===== src/rtl/riscv_ctrl.sv =====
// ============================================================================
// Module      : riscv_ctrl
// Description : Single-cycle RV32I control unit with a sticky illegal flag.
// Revision    : 1.0 - initial release
// ============================================================================
`default_nettype none

module riscv_ctrl (
  input  logic       clk,
  input  logic       rst_n,
  input  logic [6:0] op,
  input  logic [2:0] funct3,
  input  logic       funct7,
  input  logic       zero,
  output logic       pcSrc,
  output logic [1:0] ResultSrc,
  output logic       MemWrite,
  output logic       ALUSrc,
  output logic [1:0] Immsrc,
  output logic       RegWrite,
  output logic [2:0] ALUControl,
  output logic       illegal,
  output logic       illegal_sticky
);

  localparam logic [6:0] c_OP_LW   = 7'b0000011;
  localparam logic [6:0] c_OP_SW   = 7'b0100011;
  localparam logic [6:0] c_OP_R    = 7'b0110011;
  localparam logic [6:0] c_OP_BEQ  = 7'b1100011;
  localparam logic [6:0] c_OP_IALU = 7'b0010011;
  localparam logic [6:0] c_OP_JAL  = 7'b1101111;

  logic       w_reg_write_main;
  logic [1:0] w_imm_src;
  logic       w_alu_src;
  logic       w_mem_write;
  logic [1:0] w_result_src;
  logic       w_branch;
  logic       w_jump;
  logic [1:0] w_alu_op;
  logic       w_illegal_op;
  logic [2:0] w_alu_control;
  logic       w_illegal_f3;
  logic       illegal_sticky_q;
  logic       illegal_sticky_d;

  always_comb begin
    w_reg_write_main = 1'b0;
    w_imm_src        = 2'b00;
    w_alu_src        = 1'b0;
    w_mem_write      = 1'b0;
    w_result_src     = 2'b00;
    w_branch         = 1'b0;
    w_jump           = 1'b0;
    w_alu_op         = 2'b00;
    w_illegal_op     = 1'b0;
    case (op)
      c_OP_LW: begin
        w_reg_write_main = 1'b1;
        w_alu_src        = 1'b1;
        w_result_src     = 2'b01;
      end
      c_OP_SW: begin
        w_imm_src   = 2'b01;
        w_alu_src   = 1'b1;
        w_mem_write = 1'b1;
      end
      c_OP_R: begin
        w_reg_write_main = 1'b1;
        w_alu_op         = 2'b10;
      end
      c_OP_BEQ: begin
        w_imm_src = 2'b10;
        w_branch  = 1'b1;
        w_alu_op  = 2'b01;
      end
      c_OP_IALU: begin
        w_reg_write_main = 1'b1;
        w_alu_src        = 1'b1;
        w_alu_op         = 2'b10;
      end
      c_OP_JAL: begin
        w_reg_write_main = 1'b1;
        w_imm_src        = 2'b11;
        w_result_src     = 2'b10;
        w_jump           = 1'b1;
      end
      default: w_illegal_op = 1'b1;
    endcase
  end

  // Only R-type (op[5] set) with funct7 bit 5 subtracts; addi always adds.
  always_comb begin
    w_alu_control = 3'b000;
    w_illegal_f3  = 1'b0;
    case (w_alu_op)
      2'b01: w_alu_control = 3'b001;
      2'b10: begin
        case (funct3)
          3'b000:  w_alu_control = (op[5] & funct7) ? 3'b001 : 3'b000;
          3'b010:  w_alu_control = 3'b101;
          3'b110:  w_alu_control = 3'b011;
          3'b111:  w_alu_control = 3'b010;
          default: w_illegal_f3  = 1'b1;
        endcase
      end
      default: w_alu_control = 3'b000;
    endcase
  end

  assign pcSrc          = (w_branch & zero) | w_jump;
  assign ResultSrc      = w_result_src;
  assign MemWrite       = w_mem_write;
  assign ALUSrc         = w_alu_src;
  assign Immsrc         = w_imm_src;
  assign RegWrite       = w_reg_write_main & ~w_illegal_f3;
  assign ALUControl     = w_alu_control;
  assign illegal        = w_illegal_op | w_illegal_f3;
  assign illegal_sticky = illegal_sticky_q;

  assign illegal_sticky_d = illegal_sticky_q | illegal;

  always_ff @(posedge clk or negedge rst_n) begin
    if (!rst_n) begin
      illegal_sticky_q <= 1'b0;
    end else begin
      illegal_sticky_q <= illegal_sticky_d;
    end
  end

endmodule

`default_nettype wire


===== config.mk =====
export PLATFORM = sky130hd
export DESIGN_NAME = riscv_ctrl
export DESIGN_NICKNAME = d
export VERILOG_FILES = /design/src/rtl/riscv_ctrl.sv
export SDC_FILE = /design/constraint.sdc
export NUM_CORES = 1
export LEC_CHECK = 0
export CAP_MARGIN = 20
export CORE_AREA = 2 2 39 41
export CTS_BUF_LIST = sky130_fd_sc_hd__clkbuf_16
export CTS_CLUSTER_DIAMETER = 80
export DETAILED_ROUTE_END_ITERATION = 16
export DIE_AREA = 0 0 41 43
export GPL_ROUTABILITY_DRIVEN = 0
export PLACE_DENSITY_LB_ADDON = 0.1
export SKIP_LAST_GASP = 1
export SLEW_MARGIN = 20
export SYNTH_ARGS = -nofsm -noshare
export SYNTH_HDL_FRONTEND = slang
export SYNTH_SLANG_ARGS = --single-unit

===== constraint.sdc =====
create_clock -name clk -period 1.2 [get_ports clk]
set_input_delay 0.12 -clock clk [delete_from_list [all_inputs] [get_ports clk]]
set_output_delay 0.12 -clock clk [all_outputs]
set_load 0.01 [all_outputs]

==> impl_metrics.py, run 1 <==
metrics = {
    "final_layout": {
        "fillerInstances": 155,
        "area_growth_pct": 165,
        "final_layout_size_suffix_gt1_share_pct": 67.7,
        "largest_reg_flops": 1,
        "insertedDiodeCount": 0,
        "fin_util_pct": 56.3,
        "fin_nets": 111,
        "finalNonFillerCells": 109,
    },
    "yosys": {
        "synth_top_area_cell": "nand4bb_4",
        "synth.distinct_cells": 23,
        "synth_ff_type": "dfrtp_1",
        "yosys-top-cells-count": "inv_1 (4), nand2_1 (4), nor2_1 (4), a21oi_1 (3)",
        "avgSynthCellArea_um2": 7.35,
        "synth_edf_count": 0,
        "synth_area_um2": 294,
        "synth_seq_cells": 1,
        "synthesis.nets": 56,
        "synth_top_area_share_pct": 9.36,
        "ys_seq_area_share_pct": 8.51,
        "synthTopCellsByArea": "nand4bb_4 (9.4%), dfrtp_1 (8.5%), ha_1 (8.5%)",
        "ys_async_sr_fraction_pct": 100,
        "ys_warn_count": 0,
        "synth_cells": 40,
    },
    "sta": {
        "hold_viol_final": 0,
        "maxSlewHeadroom_pct": 76.6,
        "period_minus_slack_ns": 1.53,
        "slew_violations": 0,
        "rsz0062_at_grt": "true",
        "fmax_ghz": 0.655,
        "period_share_pct": 127,
        "setup_viol": 11,
        "setup_tns_ns": -1.87,
        "fin_skew_ns": 0,
        "worst_slew_pin_slew_ns": 0.347,
        "fin_ws_ns": -0.326,
    },
    "outcome": {
        "status": "finished, violations left",
        "failed_checks": "setup timing",
    },
    "die": {
        "die_h_um": 43,
        "core_um2": 1380,
        "rows": 14,
        "dieArea_um2": 1760,
        "initial_core_util_pct": 21.2,
        "num_io_pins": 27,
        "chipWidth_um": 41,
    },
    "setup_path": {
        "timing.rr.start": "illegal_sticky",
        "worstPathCellList": "buf_6 > nand4bb_4 > or2_4 > ha_4 > o211ai_1 > buf_4 > o21a_1 > buf_2",
        "r2r-end": "illegal_sticky",
        "critPathRequiredTime_ns": 1.08,
        "crit_fanout": 3,
        "path_buf_inv": 3,
        "critPathTopFamily": "simple AND/OR/NAND/NOR gates",
        "end_kind": "output pin",
        "regToRegSetupSlack_ns": 0.55,
        "rr_worst_depth": 1,
        "cp-start-kind": "input pin",
        "slowest_stage": "or2_4",
        "path_depth": 8,
        "cp.arrival_ns": 1.41,
        "critPathKind": "in -> out",
        "slowest_delay_ns": 0.27,
    },
    "placed_design": {
        "place.port_buffers": 26,
        "dp_hpwl_um": 832,
        "placedCellCount": 100,
    },
    "route": {
        "first_pass_iters": 4,
        "vias": 486,
        "wl_per_cell_um": 10.3,
        "wirelength_um": 1120,
        "drt-initial-drc-count": 4,
        "drc": 0,
        "viasPerCell": 4.46,
        "antenna_left": 0,
    },
    "grt": {
        "antenna_found_initial": 0,
        "grt_util_all_layers_pct": 14.4,
        "grt_overflow": 0,
        "grt_max_degree": 6,
        "grt_pass1_vias": 450,
        "grt_pass1_wl_um": 1860,
    },
    "power_and_ir_drop": {
        "leakagePower_uw": 0.000387,
        "irDropWorstVdd_uv": 104,
        "power.density_nw_per_um2": 229,
    },
    "run": {
        "maxCapViolCount": 0,
    },
    "cts": {
        "cts_hold_buf": 0,
        "clk_latency_ns": 0,
        "clkSlewWorstSetupHoldPaths_ns": 0,
    },
    "worst_hold_path": {
        "min_path_type": "in -> async",
    },
}
## through the flow
step | cell area [um^2] | hold WS, ns | setup slack (ns) | total power (uW)
after detailed placement | 734 | 0.270 | -1.04 | 171
after global routing | 779 | 0.285 | -0.397 | 190
after global placement | 734 | 0.271 | -1.05 | 170
after floorplan | 319 | -0.176 | -0.0524 | 65.9
after CTS | 752 | 0.272 | -0.324 | 173
final | 779 | 0.269 | -0.326 | 179
## where the power goes
group / internal, uW / switching (uW) / total, uW
Clock: 0 / 0 / 0
Combinational: 88.4 / 55.8 / 144
Sequential: 34.3 / 0 / 34.3
## repair_timing
action	4_1_cts	5_1_grt
gates resized for setup	81	6
buffers inserted	6	3
pin swaps	7	5
setup endpoints to repair	13	12
endpoints found under the hold margin	0	0
## per-layer routing
layer	track usage, %	wire length, um	share of wire (%)
met5	0	0	0
met4	0	0	0
met3	0	82	7.3
met2	26.3	610	54
met1	19.0	431	38
## cell families (layout without fill, tap and decap cells)
kind of cell	count (synthesis)	count (layout)	share of synthesized area, %
and+or+nand+nor	24	24	58.7
DFF	1	1	8.51
buffers and inverters	4	57	5.10
AOI/OAI and AO/OA	9	9	19.1
adders and majority gates	2	2	8.51
## cells in the final DEF (no fill, tap or decap), types with 2 or more instances in the layout
cell and instances:
a21oi_2 3, buf_2 14, buf_4 26, buf_6 3, clkbuf_2 2, clkdlybuf4s50_1 7, inv_1 4, nand2_1 3
nor2_4 2, nor3_2 2, o21a_1 2
## worst max-delay path by stage
stage / startpoint / to
final: op[2] / RegWrite
after global routing: op[2] / RegWrite
after CTS: op[2] / RegWrite
after floorplan: op[3] / ALUControl[0]
after global placement: op[0] / RegWrite
after detailed placement: op[0] / RegWrite
## area by class of cell
type / instances / area, um^2 / area share (%)
repair buffers: 53 / 389 / 49.9
inverters: 4 / 15.0 / 1.93
multi-input cells: 35 / 330 / 42.4
well taps: 16 / 20.0 / 2.57
flip-flops and latches: 1 / 25.0 / 3.21
Note: power is estimated with default switching activity, not from simulation.
==> run 2, diff against run 1 <==
==> constraint.sdc (replaced) <==
create_clock -name clk -period 1.69 [get_ports clk]
set_input_delay 0.169 -clock clk [delete_from_list [all_inputs] [get_ports clk]]
set_output_delay 0.169 -clock clk [all_outputs]
set_load 0.01 [all_outputs]
==> run 2 against run 1 <==
- the flow still finishes with violations (setup timing)
- clock skew stayed put
- via count is 9.5% lower
- wire length is 12% lower
- register-to-register slack better by 0.49 ns
- global-route usage is 3.5 points lower
- design area is 8.0% lower
==> impl_metrics.py, run 2 (synthesis gave the netlist of run 1 again) <==
metrics = {
    "outcome": {
        "status": "finished, violations left",
        "failed_checks": "setup timing",
    },
    "route": {
        "antenna_left": 0,
        "drc": 0,
        "wl_per_cell_um": 9.55,
        "viasPerCell": 4.27,
        "first_pass_iters": 3,
        "drt-initial-drc-count": 2,
        "wirelength_um": 984,
        "vias": 440,
    },
    "grt": {
        "grt_pass1_vias": 368,
        "grt_util_all_layers_pct": 10.9,
        "grt_util_met1_pct": 17.5,
        "antenna_found_initial": 0,
        "grt_overflow": 0,
        "grt_pass1_wl_um": 1460,
        "met2_usage_pct": 16.6,
        "use_met3_pct": 0.524,
        "top_usage_layer": "met1",
        "grt_max_degree": 6,
    },
    "setup_path": {
        "cp.arrival_ns": 1.55,
        "cpMostUsedCell": "buf_6",
        "crit_fanout": 3,
        "critPathRequiredTime_ns": 1.52,
        "r2r-end": "illegal_sticky",
        "slowest_delay_ns": 0.29,
        "timing.rr.start": "illegal_sticky",
        "cp-start-kind": "input pin",
        "path_buf_inv": 4,
        "worstPathCellList": "buf_6 > nand4bb_4 > or2_4 > ha_4 > o211ai_1 > buf_4 > buf_6 > o21a_1 > buf_2",
        "end_kind": "output pin",
        "critPathKind": "in -> out",
        "slowest_stage": "or2_4",
        "rr_worst_depth": 1,
        "regToRegSetupSlack_ns": 1.04,
        "critPathTopFamily": "simple AND/OR/NAND/NOR gates",
    },
    "sta": {
        "fmax_ghz": 0.582,
        "period_share_pct": 102,
        "rsz0062_at_grt": "true",
        "worst_slew_pin_slew_ns": 0.273,
        "fin_skew_ns": 0,
        "period_minus_slack_ns": 1.72,
        "setup_viol": 1,
        "fin_ws_ns": -0.0285,
        "slew_violations": 0,
        "hold_viol_final": 0,
        "maxSlewHeadroom_pct": 81.7,
    },
    "final_layout": {
        "fin_nets": 105,
        "largest_reg_flops": 1,
        "final_common_cell": "buf_4",
        "fin_util_pct": 51.8,
        "insertedDiodeCount": 0,
        "final_layout_size_suffix_gt1_share_pct": 47.1,
        "mostFrequentLayoutCells": "buf_4 (20), clkdlybuf4s50_1 (9), dlygate4sd2_1 (6)",
        "register_area_um2": 25.0,
        "fillerInstances": 154,
        "multi_input_area_um2": 279,
        "area_growth_pct": 144,
    },
    "die": {
        "chipWidth_um": 41,
        "die_h_um": 43,
        "num_io_pins": 27,
        "initial_core_util_pct": 21.2,
        "dieArea_um2": 1760,
        "core_um2": 1380,
        "rows": 14,
    },
    "cts": {
        "clkSlewWorstSetupHoldPaths_ns": 0,
        "cts_hold_buf": 0,
        "clk_latency_ns": 0,
    },
    "power_and_ir_drop": {
        "power.density_nw_per_um2": 157,
        "combPwrFrac_pct": 78.4,
        "pwr-share-seq_pct": 21.6,
        "finalPower_uw": 113,
        "leakagePower_uw": 0.000345,
        "switchingPower_uw": 32.5,
        "power.share.switching_pct": 28.8,
        "irDropWorstVdd_uv": 117,
        "p_clk_share_pct": 0,
        "p_int_uw": 80.3,
    },
    "placed_design": {
        "place.port_buffers": 26,
        "dp_hpwl_um": 727,
    },
    "run": {
        "maxCapViolCount": 0,
    },
    "worst_hold_path": {
        "min_path_type": "in -> async",
    },
}
[run 2: changes by cell type in the layout (fill, tap and decap cells not counted), sizes merged]
cell / change
clkdlybuf4s50: +2
buf: -16
clkbuf: +2
dlygate4sd2: +6
[run 2: worst max-delay path by stage]
stage,start,cells past startpoint,slack (ns),endpoint
floorplan,op[2],4,0.22,ALUControl[1]
global placement,op[0],6,-0.68,ALUControl[1]
detailed placement,op[0],6,-0.69,ALUControl[1]
CTS,op[4],8,-0.06,illegal
global route,op[2],9,-0.09,RegWrite
finish,op[2],9,-0.03,RegWrite
[run 2: power groups by stage]
stage               registers, uW  clock network (uW)  logic [uW]
floorplan                    24.4                   0        21.0
global placement             24.4                   0        89.4
detailed placement           24.4                   0        89.5
CTS                          24.4                   0        85.9
global route                 24.4                   0        96.8
finish                       24.4                   0        88.4
[run 2: cell type report]
class                      instances  share of cell area, %
inverter                           4                   2.09
multi-input combinational         35                   38.9
sequential                         1                   3.49
tap                               16                   2.79
timing repair buffer              47                   52.7
[run 2: what timing repair did]
action                                  4_1_cts  5_1_grt
pin swaps                                     7        5
setup buffers                                10        1
resized for setup                            41       14
endpoints found under the setup margin       13        6
[run 2: metrics by stage]
step | setup slack, ns | cell area (um^2) | cells | hold WS, ns | setup TNS (ns)
after floorplan | 0.217 | 294 | 40 | -0.127 | 0
after global placement | -0.681 | 679 | 96 | 0.321 | -5.20
after detailed placement | -0.694 | 679 | 96 | 0.323 | -5.24
after CTS | -0.0607 | 711 | 104 | 0.322 | -0.102
after global routing | -0.0884 | 717 | 103 | 0.323 | -0.159
final | -0.0285 | 717 | 103 | 0.320 | -0.0285
[run 2: metal layers]
metal	wire length, um	part of all wire, %
met3	58	5.9
met5	0	0
met4	0	0
met2	475	48
met1	450	46
